==> src/rtl/ppc_types.sv <==
// Shared types and constants for the fetch front end.
package ppc_types;

    localparam logic [0:31] DEFAULT_RESET_ADDRESS = 32'h0000_0100;
    localparam logic [0:31] FETCH_STRIDE          = 32'h0000_0004;

    // One buffered instruction together with the address it was fetched from.
    typedef struct packed {
        logic [0:31] address;
        logic [0:31] instruction;
    } fetch_entry_t;

    // Clear the two byte-offset bits so the address is word aligned.
    function automatic logic [0:31] word_align(input logic [0:31] addr);
        return {addr[0:29], 2'b00};
    endfunction

endpackage

==> src/rtl/fetch_fifo.sv <==
// Instruction buffer: circular FIFO of fetch entries with a synchronous flush.
module fetch_fifo
    import ppc_types::*;
#(
    parameter int unsigned DEPTH = 4
) (
    input  logic         clk,
    input  logic         rst,
    input  logic         flush,
    input  logic         push,
    input  fetch_entry_t push_entry,
    input  logic         pop,
    output logic         empty,
    output fetch_entry_t head
);

    localparam int unsigned  AW         = (DEPTH > 1) ? $clog2(DEPTH) : 1;
    localparam logic [AW:0]  FULL_COUNT = (AW + 1)'(DEPTH);
    localparam logic [AW:0]  CNT_ONE    = (AW + 1)'(1'b1);
    localparam logic [AW:0]  CNT_ZERO   = {(AW + 1){1'b0}};
    localparam logic [AW-1:0] PTR_ONE   = AW'(1'b1);
    localparam logic [AW-1:0] PTR_ZERO  = {AW{1'b0}};

    fetch_entry_t  mem_q [DEPTH];
    fetch_entry_t  mem_d [DEPTH];
    logic [AW-1:0] wr_ptr_q, wr_ptr_d;
    logic [AW-1:0] rd_ptr_q, rd_ptr_d;
    logic [AW:0]   count_q, count_d;
    logic          full_s;
    logic          do_push_s;
    logic          do_pop_s;

    assign empty = (count_q == CNT_ZERO);
    assign head  = mem_q[rd_ptr_q];

    // Pointer/count/storage update; a push into a full buffer is allowed only alongside a pop.
    always_comb begin
        mem_d     = mem_q;
        wr_ptr_d  = wr_ptr_q;
        rd_ptr_d  = rd_ptr_q;
        count_d   = count_q;
        full_s    = (count_q == FULL_COUNT);
        do_pop_s  = pop & ~empty;
        do_push_s = push & (~full_s | do_pop_s);
        if (flush) begin
            wr_ptr_d = PTR_ZERO;
            rd_ptr_d = PTR_ZERO;
            count_d  = CNT_ZERO;
        end else begin
            if (do_push_s) begin
                mem_d[wr_ptr_q] = push_entry;
                wr_ptr_d        = wr_ptr_q + PTR_ONE;
            end else begin
                wr_ptr_d = wr_ptr_q;
            end
            if (do_pop_s) begin
                rd_ptr_d = rd_ptr_q + PTR_ONE;
            end else begin
                rd_ptr_d = rd_ptr_q;
            end
            count_d = count_q + (do_push_s ? CNT_ONE : CNT_ZERO) - (do_pop_s ? CNT_ONE : CNT_ZERO);
        end
    end

    // State registers with synchronous reset.
    always_ff @(posedge clk) begin
        if (rst) begin
            wr_ptr_q <= PTR_ZERO;
            rd_ptr_q <= PTR_ZERO;
            count_q  <= CNT_ZERO;
            for (int unsigned i = 0; i < DEPTH; i++) begin
                mem_q[i] <= {$bits(fetch_entry_t){1'b0}};
            end
        end else begin
            wr_ptr_q <= wr_ptr_d;
            rd_ptr_q <= rd_ptr_d;
            count_q  <= count_d;
            mem_q    <= mem_d;
        end
    end

endmodule

==> src/rtl/instruction_fetch.sv <==
// Instruction fetch: issues word fetches from a PC, buffers responses in order,
// and presents them to decode. Redirects flush the buffer and drop in-flight data.
module instruction_fetch
    import ppc_types::*;
#(
    parameter int unsigned FIFO_DEPTH    = 4,
    parameter logic [0:31] RESET_ADDRESS = DEFAULT_RESET_ADDRESS
) (
    input  logic        clk,
    input  logic        rst,
    output logic        mem_req_valid,
    input  logic        mem_req_ready,
    output logic [0:31] mem_req_addr,
    input  logic        mem_resp_valid,
    input  logic [0:31] mem_resp_data,
    input  logic        redirect_valid,
    input  logic [0:31] redirect_target,
    output logic        instruction_valid,
    input  logic        instruction_ready,
    output logic [0:31] instruction,
    output logic [0:31] instruction_address
);

    localparam int unsigned   CW      = $clog2(FIFO_DEPTH) + 1;
    localparam logic [CW-1:0] DEPTH_C = CW'(FIFO_DEPTH);
    localparam logic [CW-1:0] ONE_C   = CW'(1'b1);
    localparam logic [CW-1:0] ZERO_C  = {CW{1'b0}};

    logic [0:31]   pc_q, pc_d;
    logic          req_valid_q, req_valid_d;
    logic [0:31]   req_addr_q, req_addr_d;
    // Address of the next non-stale response; responses are in order and
    // the live ones always form a sequential run from the last redirect.
    logic [0:31]   resp_addr_q, resp_addr_d;
    logic [CW-1:0] resv_q, resv_d;
    logic [CW-1:0] stale_q, stale_d;
    logic [CW-1:0] outst_q, outst_d;

    logic          accept_s;
    logic          load_s;
    logic          pop_s;
    logic          keep_s;
    logic          drop_s;
    logic          flush_s;
    logic          fifo_empty_s;
    fetch_entry_t  push_entry_s;
    fetch_entry_t  head_s;

    assign accept_s     = req_valid_q & mem_req_ready;
    assign load_s       = ~redirect_valid & (~req_valid_q | accept_s) & (resv_q < DEPTH_C);
    assign pop_s        = instruction_valid & instruction_ready;
    assign keep_s       = mem_resp_valid & ~redirect_valid & (stale_q == ZERO_C);
    assign drop_s       = mem_resp_valid & ~redirect_valid & (stale_q != ZERO_C);
    assign flush_s      = redirect_valid & ~rst;
    assign push_entry_s = '{address: resp_addr_q, instruction: mem_resp_data};

    assign mem_req_valid       = req_valid_q;
    assign mem_req_addr        = req_addr_q;
    assign instruction_valid   = ~fifo_empty_s & ~redirect_valid & ~rst;
    assign instruction         = head_s.instruction;
    assign instruction_address = head_s.address;

    fetch_fifo #(
        .DEPTH (FIFO_DEPTH)
    ) u_fetch_fifo (
        .clk        (clk),
        .rst        (rst),
        .flush      (flush_s),
        .push       (keep_s),
        .push_entry (push_entry_s),
        .pop        (pop_s),
        .empty      (fifo_empty_s),
        .head       (head_s)
    );

    // Next state for request issue, PC, reservations and stale-response accounting.
    always_comb begin
        pc_d        = pc_q;
        req_valid_d = req_valid_q;
        req_addr_d  = req_addr_q;
        resp_addr_d = resp_addr_q;
        resv_d      = resv_q;
        stale_d     = stale_q;
        outst_d     = outst_q + (accept_s ? ONE_C : ZERO_C) - (mem_resp_valid ? ONE_C : ZERO_C);
        if (redirect_valid) begin
            // Everything still in flight becomes stale; the pending request stays on the bus.
            pc_d        = word_align(redirect_target);
            resp_addr_d = word_align(redirect_target);
            req_valid_d = req_valid_q & ~accept_s;
            stale_d     = outst_q + (req_valid_q ? ONE_C : ZERO_C)
                          - (mem_resp_valid ? ONE_C : ZERO_C);
            resv_d      = stale_d;
        end else begin
            if (load_s) begin
                req_valid_d = 1'b1;
                req_addr_d  = pc_q;
                pc_d        = pc_q + FETCH_STRIDE;
            end else if (accept_s) begin
                req_valid_d = 1'b0;
            end else begin
                req_valid_d = req_valid_q;
            end
            if (keep_s) begin
                resp_addr_d = resp_addr_q + FETCH_STRIDE;
            end else begin
                resp_addr_d = resp_addr_q;
            end
            if (drop_s) begin
                stale_d = stale_q - ONE_C;
            end else begin
                stale_d = stale_q;
            end
            resv_d = resv_q + (load_s ? ONE_C : ZERO_C) - (pop_s ? ONE_C : ZERO_C)
                     - (drop_s ? ONE_C : ZERO_C);
        end
    end

    // State registers with synchronous reset; redirects and responses are ignored in reset.
    always_ff @(posedge clk) begin
        if (rst) begin
            pc_q        <= RESET_ADDRESS;
            req_valid_q <= 1'b0;
            req_addr_q  <= 32'h0000_0000;
            resp_addr_q <= RESET_ADDRESS;
            resv_q      <= ZERO_C;
            stale_q     <= ZERO_C;
            outst_q     <= ZERO_C;
        end else begin
            pc_q        <= pc_d;
            req_valid_q <= req_valid_d;
            req_addr_q  <= req_addr_d;
            resp_addr_q <= resp_addr_d;
            resv_q      <= resv_d;
            stale_q     <= stale_d;
            outst_q     <= outst_d;
        end
    end

endmodule

==> config.mk <==
export PLATFORM = sky130hd
export DESIGN_NAME = instruction_fetch
export DESIGN_NICKNAME = d
export VERILOG_FILES = /design/src/rtl/ppc_types.sv /design/src/rtl/fetch_fifo.sv /design/src/rtl/instruction_fetch.sv
export SDC_FILE = /design/constraint.sdc
export NUM_CORES = 1
export LEC_CHECK = 0
export BUFFER_PORTS_ARGS = -buffer_cell sky130_fd_sc_hd__buf_2
export CELL_PAD_IN_SITES_DETAIL_PLACEMENT = 0
export CELL_PAD_IN_SITES_GLOBAL_PLACEMENT = 1
export CORE_UTILIZATION = 48
export DETAILED_ROUTE_END_ITERATION = 6
export GPL_TIMING_DRIVEN = 0
export PLACE_DENSITY = 0.95
export SETUP_SLACK_MARGIN = 0.05
export SYNTH_ARGS = -nofsm -noshare
export SYNTH_HDL_FRONTEND = slang
export SYNTH_SLANG_ARGS = --single-unit
==> constraint.sdc <==
create_clock -name clk -period 5.4 [get_ports clk]
set_input_delay 0.27 -clock clk [delete_from_list [all_inputs] [get_ports clk]]
set_output_delay 0.27 -clock clk [all_outputs]
set_load 0.01 [all_outputs]
Yosys cells after proc, flatten, opt, wreduce, memory -nomap -nowiden

Cells that the tools add are included.

Mux-type cells: 24
Eq/ne operators: 1
Bitwise operators: 24
Reductions and logical operators: 12
Magnitude comparators: 4
Add/subtract/negate cells: 14

Operator list:

| operator              | number |
|---|---|
| $bwmux 256            | 1 |
| $mux 64               | 3 |
| $bmux 64 s2           | 1 |
| $demux 64 s2          | 1 |
| $mux 32               | 4 |
| $add 32x3->32 const B | 2 |
| $and 1x1->1           | 13 |
| $mux 1                | 11 |
| $add 3x1->3           | 3 |
| $mux 3                | 3 |
| $sub 3x1->3           | 3 |
| $not 1->1             | 7 |
| $ge 3x3->1 const B    | 2 |
| $logic_not 3->1       | 2 |
| $not 2->3             | 2 |
| $reduce_bool 2->1     | 3 |
| $reduce_bool 3->1     | 2 |
| $sub 3x3->3           | 2 |
| $add 2x1->2 const B   | 2 |
| $reduce_and 2->1      | 2 |
| $reduce_or 2->1       | 2 |
| $add 3x3->3           | 1 |
| $eq 3x3->1 const B    | 1 |
| $lt 3x1->1 const B    | 1 |
| 4 further kinds       | 5 |

Input bits: 70
Bits in registers: 369

Logic depth before layout (Yosys ltp)

Depth after elaboration: 11
Gate-level depth with buffers: 15
Mapped depth without buffers: 15

Modules after synthesis

A second synthesis with hierarchy kept.

Cells, all modules: 1,669
Area, all modules: 17,300.3 µm²

Modules (own cells, without submodules):

| module            | cells each | area each (µm²) | times used |
|---|---|---|---|
| fetch_fifo        | 1,023      | 12,045.3        | 1 |
| instruction_fetch | 646        | 5,255.0         | 1 |

Worst setup path before layout

Ideal clock, no wire load.

Path kind: flip-flop to flip-flop
Start point: register stale_q[0]
End point: register resv_q[2]
Cell stages (with the launch flop): 16
Data arrival time: 2.506 ns
Data required time: 5.272 ns
Slack: 2.767 ns
Cells stage by stage: dfxtp_1 inv_1 ha_1 nor2b_1 nor3b_1 inv_1 fa_1 inv_1 ha_1 inv_1 ha_1 xor2_1 xnor2_1 nor2_1 a21oi_1 nor2_1

Longest elaborated chain between the ends: 5

RTL lines:

| item                     | line                     | RTL |
|---|---|---|
| start: declaration       | instruction_fetch.sv:36  | `logic [CW-1:0] stale_q, stale_d;` |
| start signal: assignment | instruction_fetch.sv:134 | `stale_q <= stale_d;` |
| $reduce_bool 3->1        | instruction_fetch.sv:53  | `assign drop_s = mem_resp_valid & ~redirect_valid & (stale_q != ZERO_C);` |
| $and 1x1->1              | instruction_fetch.sv:53  |  |
| $mux 1                   | instruction_fetch.sv:114 | `- (drop_s ? ONE_C : ZERO_C);` |
| $sub 3x1->3              | instruction_fetch.sv:114 |  |
| $mux 3                   | instruction_fetch.sv:85  | `if (redirect_valid) begin` |
| end signal: assignment   | instruction_fetch.sv:133 | `resv_q <= resv_d;` |
| end: declaration         | instruction_fetch.sv:35  | `logic [CW-1:0] resv_q, resv_d;` |

No other way between the ends.
A chain may end at the register's enable or synchronous reset.

Final worst setup path

Start point: register req_valid_q, in the netlist mem_req_valid
End point: register resv_q[2]

Longest elaborated chain between the ends: 9
Elaborated cells on any way between the ends: 13
Those cells by class: 5 x add/sub; 3 x mux; 5 x bitwise

RTL lines:

| item                                     | line                                             | RTL |
|---|---|---|
| start: declaration                       | instruction_fetch.sv:30                          | `logic req_valid_q, req_valid_d;` |
| start signal: assignment                 | instruction_fetch.sv:130                         | `req_valid_q <= req_valid_d;` |
| $and 1x1->1 or $not 1->1 (tied branches) | instruction_fetch.sv:49, instruction_fetch.sv:50 |  |
| $or 1x1->1                               | instruction_fetch.sv:50                          | `assign load_s = ~redirect_valid & (~req_valid_q \| accept_s) & (resv_q < DEPTH_C);` |
| $and 1x1->1 (2 in series)                | instruction_fetch.sv:50                          |  |
| $mux 1                                   | instruction_fetch.sv:113                         | `resv_d = resv_q + (load_s ? ONE_C : ZERO_C) - (pop_s ? ONE_C : ZERO_C)` |
| $add 3x1->3                              | instruction_fetch.sv:113                         |  |
| $sub 3x1->3                              | instruction_fetch.sv:113                         |  |
| $sub 3x1->3                              | instruction_fetch.sv:114                         |  |
| $mux 3 (*)                               | instruction_fetch.sv:85                          |  |

Mark *: on every way between the ends. The rest lies on a longest branch, timed or not.

==> flow_summary_export.csv <==
group,metric,value,unit
cts,cts_setup_buffers,0,
setup_path,cp.required,5.79,ns
cts,cts_made_buffers,38,
setup_path,worstPathArrival,3.70,ns
timing,relSlewSlack,26.37,%
floorplan,fp.coreArea,31560,um2
finish,drive_gt1_share,15.47,%
setup_path,cpPeakStageDelay,0.50,ns
detailed_routing,ant_nets,0,
timing,setup_viol,0,
synthesis,synthCells,1835,
worst_hold_path,hold_class,"primary input to register",
floorplan,die_x,181.0,um
cts,clk_pin_slew,0.06,ns
synthesis,yosys_warnings,0,
synthesis,seq_area_frac_synth,46.20,%
global_route,grt_use_total,27.60,%
cts,clk_latency,0.54,ns
finish,area_growth,17.46,%
pwr,leakage,6.512,nW
floorplan,boundaryPins,168,
global_route,gr-total-overflow,0,
timing,tns,0,ns
synthesis,synth_edf_count,0,
placement,post-place-ws,2.150,ns
floorplan,die_h,181.0,um
cts,clock_sinks,355,
global_route,grt_pass1_vias,13460,
timing,skew,0.02599,ns
floorplan,initial_core_util,48.75,%
flow_run,cap_violations,0,
synthesis,ys.flop_type,"dfxtp_1",
global_route,grt_pass1_wl,71840,um
synthesis,avgSynthCellArea,8.383,um2
detailed_routing,wl_per_cell,18.43,um
detailed_routing,drc_errors,0,
cts,h-tree-depth,2,
cts,clk_path_buf_depth,3,
finish,utilization,57.26,%
synthesis,synthArstFlopShare,0,%
global_route,grt_max_degree,14,
detailed_routing,dr.pass1.iters,5,
detailed_routing,viasPerCell,5.601,
timing,fin_ws,2.095,ns
finish,nets,2145,
setup_path,critPathLaunchType,"register",
run_status,status,"finished clean",
placement,io_buffers,161,
timing,fmax,0.3025,GHz
timing,rsz0062_at_grt,"false",
setup_path,crit_slowest_cell,"nor2b_1",
setup_path,path_max_fanout,10,
placement,gp_congestion,0.9053,
pwr,pwr_density_cell,336.3,nW/um2
timing,finalCritPeriodShare,61.21,%
cts,cts_resized,0,
pwr,ir_drop,0.2291,mV
timing,drv_slew,0,
floorplan,fp-row-count,65,
timing,finalHoldViolCount,0,
placement,dpl.hpwl,32050,um
finish,final_cell_mix,"597 x nand2_1, 355 x dfxtp_1, 313 x a21oi_1",
cts,cts-root-buf,"clkbuf_16",
detailed_routing,drt_iter0_drc,1146,
cts,cts_tree,"yes",
setup_path,cp_num_buf_inv,3,
timing,period_needed,3.305,ns
synthesis,ys_ff_latch,355,
setup_path,worst-setup-path-type,"register to register",
setup_path,crit_chain,"nor2b_1, or2_2, clkbuf_1, inv_1, buf_1, ha_1, ha_1, xor2_1, xnor2_1, nor2_1, a21oi_1, nor2_1",
global_route,antenna_found_initial,0,
synthesis,synth_area,15380,um2
setup_path,endpoint_kind,"register",
finish,antenna-diode-count,0,
synthesis,synthDistinctLibCells,62,
finish,layout_commonest_cell,"nand2_1",
timing,worst_pin_slew,1.090,ns
setup_path,crit_family,"buffers and inverters",
detailed_routing,drt_wl_total,45790,um
detailed_routing,vias,13910,
floorplan,die_area,32770,um2
==> timing repair <==
action / in CTS / in global routing
hold endpoints to repair: 38 / 0
hold buffers: 16 / 0
endpoints found under the setup margin: 0 / 0
==> cells in the mapped netlist, types with 17 or more instances <==
master	number	share of area, %
mux4_2	62	9.1
nand3_1	27	0.88
xor2_1	29	1.7
nand2_1	597	15
nand4_1	22	0.89
xnor2_1	22	1.3
clkbuf_1	117	2.9
a21boi_0	25	1.2
dfxtp_1	355	46
a21oi_1	313	10
inv_1	39	0.95
nor2_1	44	1.1
nor3_1	17	0.55
==> kinds of logic (layout without fill, tap and decap cells) <==
group	count (synthesis)	after routing	share of synthesized area, %
compound gates	387	387	13.72
xor+xnor	52	52	3.010
fa+ha+maj	20	20	1.822
buf+inv	191	435	5.157
flops	355	355	46.20
mux	64	64	9.224
other cells	1	4	0.02438
simple gates	765	765	20.84
==> per-layer routing <==
| metal | share of wire, % | global-route usage [%] |
|---|---|---|
| met1 | 42 | 35.26 |
| met2 | 49 | 47.80 |
| met3 | 6.6 | 3.991 |
| met4 | 2.7 | 9.186 |
| met5 | 0 | 0 |
==> sequential cells by signal, summed over array words and instances (netlist names) <==
signal,count
outst_q,3
mem_req_addr,30
resv_q,3
u_fetch_fifo.rd_ptr_q,2
resp_addr_q,30
u_fetch_fifo.mem_q,248
pc_q,30
stale_q,3
mem_req_valid,1
u_fetch_fifo.count_q,3
u_fetch_fifo.wr_ptr_q,2
==> report_power, final <==
group / switching, mW / internal (mW)
combinational: 0.462 / 0.250
sequential: 0.0828 / 2.72
clock: 1.08 / 1.48
total: 1.63 / 4.45
==> metrics by stage <==
step                      total power, mW  cell area (um2)  hold slack, ns  cells
after detailed placement            3.552            16700          0.4453   2401
after global routing                6.285            18070         0.01188   2484
after CTS                           6.087            18070       0.0007628   2484
after floorplan                     3.280            15390          0.4060   1838
after global placement              3.534            16700          0.4384   2401
final                               6.076            18070         0.01194   2484
==> final cells by class <==
cell class	count	area (um2)
Multi-Input combinational cell	1292	7493
Fill cell	2904	13490
Inverter	40	150.1
Buffer	151	643.1
Timing Repair Buffer	177	965.9
Clock inverter	8	86.33
Tap cell	402	503.0
Sequential cell	355	7107
Clock buffer	59	1120
==> worst reg2reg max path: stages, from the launching register on <==
cell	delay, ns
dfxtp_1	0.36
nor2b_1	0.50
or2_2	0.21
clkbuf_1	0.43
inv_1	0.29
buf_1	0.34
ha_1	0.31
ha_1	0.19
xor2_1	0.17
xnor2_1	0.14
nor2_1	0.06
a21oi_1	0.14
nor2_1	0.05
==> worst paths after layout <==
path | start | endpoint | slack (ns) | depth (start not counted)
setup / recovery | mem_req_valid | resv_q[2] | 2.09 | 12
hold / removal | mem_resp_data[17] | u_fetch_fifo.mem_q[142] | 0.01 | 3
setup reg to reg | mem_req_valid | resv_q[2] | 2.09 | 12
hold reg to reg | u_fetch_fifo.mem_q[88] | u_fetch_fifo.mem_q[88] | 0.45 | 2
Power figures use the tool's default switching activity.
